File: src/rtl/op_spike_maxer.sv
// op_spike_maxer: tallies output spikes per neuron over one image, then argmax-scans them into a label and Q12 threshold
`timescale 1ns/1ps
module op_spike_maxer #(
  parameter int N    = 8,
  parameter int LW   = 3,
  parameter int CW   = 16,
  parameter int W    = 24,
  parameter int FRAC = 12
) (
  input  logic          clk,
  input  logic          rst,
  input  logic          start_core_img,
  input  logic [N-1:0]  ops,
  input  logic          TU_incre,
  input  logic          done_core_img,
  output logic [LW-1:0] label,
  output logic [CW-1:0] max_count,
  output logic [W-1:0]  threshold_maxer,
  output logic          valid_maxing,
  output logic          tie,
  output logic          busy
);
  localparam int XW = (CW + FRAC > W) ? CW + FRAC : W;
  localparam logic [XW-1:0] MAXV = XW'((64'd1 << (W - 1)) - 64'd1);
  typedef enum logic [1:0] {IDLE, TALLY, SCAN, DONE} state_t;
  state_t state;
  logic [CW-1:0] cnt [N];
  logic [LW-1:0] idx, best_idx, nb_idx;
  logic [CW-1:0] best_cnt, nb_cnt;
  logic best_tie, nb_tie, take;
  logic [XW-1:0] shifted;
  logic [W-1:0] thr;
  // index 0 seeds the running best; later equal counts only raise the tie flag
  assign take     = (idx == '0) || (cnt[idx] > best_cnt);
  assign nb_idx   = take ? idx : best_idx;
  assign nb_cnt   = take ? cnt[idx] : best_cnt;
  assign nb_tie   = take ? 1'b0 : ((cnt[idx] == best_cnt) | best_tie);
  assign shifted  = XW'(nb_cnt) << FRAC;
  assign thr      = (shifted > MAXV) ? MAXV[W-1:0] : shifted[W-1:0];
  assign busy     = (state == TALLY) || (state == SCAN);
  always_ff @(posedge clk or negedge rst) begin
    if (!rst) begin
      state           <= IDLE;
      for (int i = 0; i < N; i++) cnt[i] <= '0;
      idx             <= '0;
      best_idx        <= '0;
      best_cnt        <= '0;
      best_tie        <= 1'b0;
      label           <= '0;
      max_count       <= '0;
      threshold_maxer <= '0;
      valid_maxing    <= 1'b0;
      tie             <= 1'b0;
    end else begin
      valid_maxing <= 1'b0;
      if (start_core_img) begin
        for (int i = 0; i < N; i++) cnt[i] <= '0;
        idx   <= '0;
        state <= TALLY;
      end else begin
        case (state)
          TALLY: begin
            if (TU_incre)
              for (int i = 0; i < N; i++)
                if (ops[i] && cnt[i] != '1) cnt[i] <= cnt[i] + 1'b1;
            if (done_core_img) begin
              idx   <= '0;
              state <= SCAN;
            end
          end
          SCAN: begin
            best_idx <= nb_idx;
            best_cnt <= nb_cnt;
            best_tie <= nb_tie;
            idx      <= idx + 1'b1;
            if (idx == LW'(N - 1)) begin
              label           <= nb_idx;
              max_count       <= nb_cnt;
              tie             <= nb_tie;
              threshold_maxer <= thr;
              valid_maxing    <= 1'b1;
              state           <= DONE;
            end
          end
          DONE:    state <= IDLE;
          default: state <= IDLE;
        endcase
      end
    end
  end
endmodule

File: config.mk
export PLATFORM = sky130hd
export DESIGN_NAME = op_spike_maxer
export DESIGN_NICKNAME = d
export VERILOG_FILES = /design/src/rtl/op_spike_maxer.sv
export SDC_FILE = /design/constraint.sdc
export NUM_CORES = 1
export LEC_CHECK = 0
export CORE_MARGIN = 1
export CORE_UTILIZATION = 40
export CTS_CLUSTER_SIZE = 28
export DETAILED_ROUTE_END_ITERATION = 10
export SLEW_MARGIN = 20
export SYNTH_ARGS = -nofsm -noshare
export SYNTH_HDL_FRONTEND = slang
export SYNTH_SLANG_ARGS = --single-unit
File: constraint.sdc
create_clock -name clk -period 3.45 [get_ports clk]
set_input_delay 0.69 -clock clk [delete_from_list [all_inputs] [get_ports clk]]
set_output_delay 0.69 -clock clk [all_outputs]
set_load 0.01 [all_outputs]
==> summary.md, run 1 <==
| Metric | Value |
|---|---|
| R2R depth | 15 |
| Most common cell after layout, fill and taps aside | dfrtp_1 |
| Reg2reg start | idx[1] |
| Fill cells | 2,325 |
| Area leader, netlist | dfrtp_1 |
| Placed inst area | approximately 12,000 sq um |
| Fin crit share | 99.4% |
| DP HPWL | approximately 20,000 um |
| Asr flop ratio synth | 100% |
| Synth Area in XOR/XNOR | 9.02% |
| Main synth FF type | dfrtp_1 |
| R2R Path End | threshold_maxer[13] |
| Clock latency on the worst-skew pair | 440 ps |
| Clock Tree Root | clkbuf_16 |
| # placed instances | 1,463 |
| Sequential share of the synthesized area | around 45% |
| HP Class | in2async |
| Normalized max-slew margin | 33.3% |
| # rows | between 50 and 60 |
| Crit path from | idx[1] |
| Pre-antenna DRT Iters | 5 |
| Hold Worst Slack | 276 ps |
| Die H | 164 um |
| Worst-path clk slew | 80 ps |
| Clock skew | 14.3 ps |
| Final Max Tran Viols | 0 |
| Final setup vio count | 0 |
| Mean area per synthesized cell | 9.69 sq um |
| Critical Path AT | 3740 ps |
| Remaining Overflow, GRT | 0 |
| Simple-Gate Fraction of Synth Area | between 20% and 30% |
| Routed WL | around 28,000 um |
| Lkg Pwr | approximately 0.0056 uW |
| Worst setup SP type | flop |
| Number of synthesized flops with an enable pin | 0 |
| CTS tree | built |
| Post-synthesis mux area share | 9.08% |
| Via density | 5.57 |
| Top cell type's share of synthesized area | between 40 and 50% |
| Vias in the first global route | 7,828 |
| Initial Util | 41.2% |
| Synth-to-layout area growth | 21.5% |
| Ant diodes | 0 |
| Clk sinks | 187 |
| Commonest non-fill, non-tap cells in the layout | dfrtp_1, nor2_1, nand2_1 |
| Die W | 164 um |
| P per Cell Area | 400 nW/um^2 |
| Post-route insts no fill | 1,509 |
| WS Path Type | reg2reg |
| Final nets | 1,208 |
| Hold-fix buffers, CTS | 0 |
| Synthesized flop and latch total | 187 |
| Post-synthesis adder-cell area fraction | 3.46% |
| Run status | completed |
| Max Freq | 292 MHz |
| Share of cells above drive strength 1 | 15.7% |
| Std-Cell Core Area | 25,500 sq um |
| Yosys warnings | 0 |
| Mapped Area | 10,500 sq um |
| Final Wtd Congestion | about 0.85 |
| GRT Util Overall | about a fifth |
| RSZ-0062 raised after global routing | true |
| # IOs | 59 |
| R2R Setup Slk | 20 ps |
| DRC viols | 0 |
| Synth Area in Compound Gates | between 9 and 10% |
| Largest net degree at the start of global routing | 78 |
| WL/cell | ~18 um |
| Crit path capture | threshold_maxer[13] |
| Syn_nets | 1,124 |
| Port Buffer Count | 58 |
| Worst-case clock buffer depth | 2 |
| Post-route cell area | roughly 13,000 sq um |
| Die ar. | 26,900 sq um |
| # Max-Cap Violations | 0 |
| Vias | 8,407 |
| Crit end category | flop |
| Global-route wire length before repair | 43,800 um |
| Largest family of logic cells by synthesized area | simple AND/OR/NAND/NOR gates |
| Synth area leaders | dfrtp_1, mux4_2, xor2_1 |
| Post-Syn Instances | between 1,000 and 1,500 |
| VDD IR max | 0.000342 V |
| DRT iter0 DRCs | approximately 670 |
| Hold Vio Cnt, Final | 0 |
| Minimum clock period | 3430 ps |
| Count of cell types in the netlist | 59 |
| Worst-path fanout max | 15 |
| H-Tree Depth | 4 |
| ANT nets after route | 0 |
| Worst-margin pin slew | 987 ps |
| Critical path data required time | 3770 ps |
| CTS Buf Count | 17 |
| Initial antenna violation count | 0 |
[where the power goes]
group	internal, uW	switching (uW)	leakage [uW]	total [uW]
Clock	968	979	0.000280	1950
Combinational	319	492	0.00270	811
Sequential	2280	49.4	0.00258	2330
[layout make-up]
type                       count  area (sq um)  share of cell area [%]
multi-input combinational    790          5590                    43.9
sequential                   187          4680                    36.8
timing repair buffer         129          1320                    10.3
clock buffer                  17           425                    3.34
tap                          330           413                    3.24
inverter                      41           154                    1.21
clock inverter                15           153                    1.20
[metrics by stage]
step           setup TNS, ps  worst slack, ps  utilization (%)  total power (uW)
6_report                   0             21.5             50.0              5090
5_1_grt                -1980             -128             50.0              5320
4_1_cts                    0             5.71             48.4              5030
3_5_place_dp            -334            -61.0             46.1              3070
3_3_place_gp               0            0.172             46.1              3060
2_1_floorplan              0             42.1                -              2770
[repair_timing]
action                     in CTS  in global routing
hold endpoints to repair        0                  0
setup endpoints to repair      25                 47
buffers inserted                0                 12
cloned                          0                  2
pin swaps                       0                 12
resized for setup               3                 45
[cell usage after synthesis (all sizes together), types with 7 or more instances]
library cell / count
ha: 29
nor4: 7
nor2b: 9
o21ai: 37
nand3: 50
a21oi: 40
dfrtp: 187
nor3: 16
and3: 23
nand2: 122
mux2i: 22
buf: 24
and4: 13
xnor2: 38
o2111ai: 14
and2: 10
mux4: 28
or3: 11
xor2: 70
nand4: 28
mux2: 9
inv: 40
o221ai: 11
o211ai: 13
clkbuf: 40
nor2: 142
[state kept, by name (all words and copies together), names as in the netlist]
name and count:
cnt 128, best_cnt 16, max_count 16, threshold_maxer 13
best_idx 3, idx 3, label 3, state 2
best_tie 1, tie 1, valid_maxing 1
[worst min-delay path by stage]
stage	from	end	slack (ps)	cells after the start
6_report	rst	max_count[8]	280	1
5_1_grt	rst	max_count[8]	330	1
4_1_cts	rst	valid_maxing	310	1
3_5_place_dp	max_count[3]	max_count[3]	470	2
3_3_place_gp	max_count[0]	max_count[0]	460	2
2_1_floorplan	rst	best_cnt[0]	390	0
[routing by layer]
metal / track usage [%] / up-vias / routed length [um]
li1: - / 3982 / -
met1: 31.4 / 4172 / 13300
met2: 32.9 / 227 / 12600
met3: 3.08 / 26 / 1180
met4: 5.26 / 0 / 426
met5: 0 / - / 0
[critical path, cell delays in order (launching register included)]
cell and delay [ps]:
dfrtp_1 410, buf_12 160, buf_4 170, buf_4 160, mux4_2 340, mux2i_2 210
inv_1 120, ha_4 290, nor2b_2 140, o211ai_1 150, a211oi_4 350, o31ai_1 130
buf_4 170, o221ai_4 240, clkbuf_16 210, nand3_2 60
[kinds of logic after synthesis]
family                     after synthesis
buffers and inverters                  105
muxes                                   59
and+or+nand+nor                        448
xor gates and xnor gates               108
adders and majority gates               29
AOI/OAI and AO/OA                      146
DFF                                    187
Note: power is estimated with default switching activity, not from simulation.
==> inputs of run 2 (changes only) <==
clock period = 3.5 ns   (was 3.45 ns; I/O delays follow)
==> run 2 against run 1 <==
Against the previous run:
- count of clock-buffer cells in the layout up 1
- critical path depth is 3 lower
- clock power about the same
- via count is 2.9% lower
- register-to-register slack better by 150 ps
- wire length shrank 3.3%
- non-clock buffer count is 29 lower
- cell area shrank 3.4%
- utilization shrank 1.7 points
- die area is the same
- highest routed layer unchanged
- critical endpoint is now tie
- global-route usage is 0.27 points lower
- sequential power about the same
==> summary.md, run 2 (synthesis results as in run 1) <==
| Metric | Value |
|---|---|
| Run status | completed |
| Most common cell after layout, fill and taps aside | dfrtp_1 |
| Final Core Density | 48.3% |
| WL/cell | 18.0 um |
| Max Freq | between 300 and 400 MHz |
| Via density | 5.51 |
| Share of cells above drive strength 1 | 11.8% |
| Reg2reg start | idx[1] |
| Crit end category | flop |
| # rows | 58 |
| Worst-margin pin slew | about 950 ps |
| Worst setup SP type | flop |
| Commonest non-fill, non-tap cells in the layout | dfrtp_1, nor2_1, nand2_1 |
| Largest net degree at the start of global routing | 79 |
| Remaining Overflow, GRT | 0 |
| # IOs | slightly below 60 |
| Final Wtd Congestion | 0.878 |
| Worst-path clk slew | 80 ps |
| Final setup vio count | 0 |
| CTS Buf Count | 17 |
| Global-route wire length before repair | around 44,000 um |
| DRC viols | 0 |
| Largest register FFs | 128 |
| Clock skew | between 15 and 20 ps |
| Normalized max-slew margin | between 30 and 40% |
| Hold-fix buffers, CTS | 0 |
| Final nets | 1,179 |
| Routed WL | 26,600 um |
| Minimum clock period | 3330 ps |
| Vias in the first global route | 7,905 |
| Final setup margin | 168 ps |
| Pre-antenna DRT Iters | 4 |
| Initial antenna violation count | 0 |
| Clock latency on the worst-skew pair | ~450 ps |
| Fin crit share | 95.2% |
| # Max-Cap Violations | 0 |
| ANT nets after route | 0 |
| Critical Path AT | 3690 ps |
| Worst-case clock buffer depth | 2 |
| Final Max Tran Viols | 0 |
| Die W | 164 um |
| Die ar. | 26,900 sq um |
| DP HPWL | 19,500 um |
| Lkg Pwr | 0.00531 uW |
| Crit path from | idx[1] |
| DRT iter0 DRCs | 710 |
| Port Buffer Count | 58 |
| Clock Tree Root | clkbuf_16 |
| GRT Util Overall | between 20% and 30% |
| HP Class | in2async |
| Top flop regs | cnt (128), best_cnt (16), max_count (16) |
| Critical path data required time | 3860 ps |
| Hold Vio Cnt, Final | 0 |
| Vias | 8,162 |
| Synth-to-layout area growth | 17.3% |
| Worst-path fanout max | 22 |
| Std-Cell Core Area | 25,500 sq um |
| Fill cells | 2,352 |
| VDD IR max | 0.000301 V |
| Pre-CTS setup slack | -98.1 ps |
| Ant diodes | 0 |
| WS Path Type | reg2reg |
| P per Cell Area | 403 nW/um^2 |
| CTS tree | built |
| H-Tree Depth | 4 |
| Initial Util | 41.2% |
| Die H | 164 um |
| Biggest register | cnt |
| Clk sinks | 187 |
-- run 2: path summary, 6_finish.rpt --
path | to | slack, ps | cells past startpoint
worst max-delay path | tie | 170 | 12
max in group asynchronous | cnt[23] | 2360 | 2
worst min register to register | max_count[2] | 480 | 2
min in group clk | max_count[2] | 480 | 2
worst max register to register | tie | 170 | 12
worst min-delay path | max_count[7] | 280 | 1
-- run 2: critical path, cell delays in order (launching register included) --
cell and delay, ps:
dfrtp_1 390, buf_12 180, mux2_2 340, mux4_2 530
ha_1 320, nand4_1 140, buf_4 190, nor4_4 280
nand2_1 180, o31ai_2 160, buf_6 240, o21ai_0 140
o21ai_0 150
-- run 2: area by class of cell --
class	count	area (sq um)	share of cell area (%)
clock buffer	18	439	3.57
clock inverter	14	151	1.23
inverter	41	154	1.25
tap	330	413	3.36
multi-input combinational	790	5460	44.4
timing repair buffer	100	1000	8.14
sequential	187	4680	38.1
-- run 2: where the power goes --
part	internal, uW	total (uW)	switching (uW)	leakage (uW)
combinational	254	683	429	0.00244
clock	1030	1970	937	0.000286
sequential	2250	2300	49.0	0.00258
-- run 2: routing by layer --
layer / vias to the layer above / part of all wire (%) / routed length (um) / GRT usage, %
li1: 3908 / - / - / -
met1: 4046 / 49 / 13100 / 30.5
met2: 184 / 45 / 11900 / 32.0
met3: 24 / 4.1 / 1100 / 3.36
met4: 0 / 1.7 / 464 / 7.03
met5: - / 0 / 0 / 0
-- run 2: metrics by stage --
step,cell area (sq um),power [uW],hold slack (ps),cells,TNS [ps]
6_report,12300,4950,278,1480,0
5_1_grt,12300,5180,328,1480,-14.6
4_1_cts,12200,4970,299,1478,0
3_5_place_dp,11600,2990,463,1446,-956
3_3_place_gp,11600,2980,462,1446,0
2_1_floorplan,10500,2730,404,1082,0
-- run 2: timing repair --
action                                  4_1_cts  5_1_grt
buffers inserted                              0        2
endpoints found under the setup margin       23       34
resized for setup                             4       16
pin swaps                                     0        3
==> inputs of run 3 (changes only) <==
CORE_MARGIN = default   (was 1)
==> results of run 3 <==
No change in the layout: final DEF, timing and power equal those of run 2.
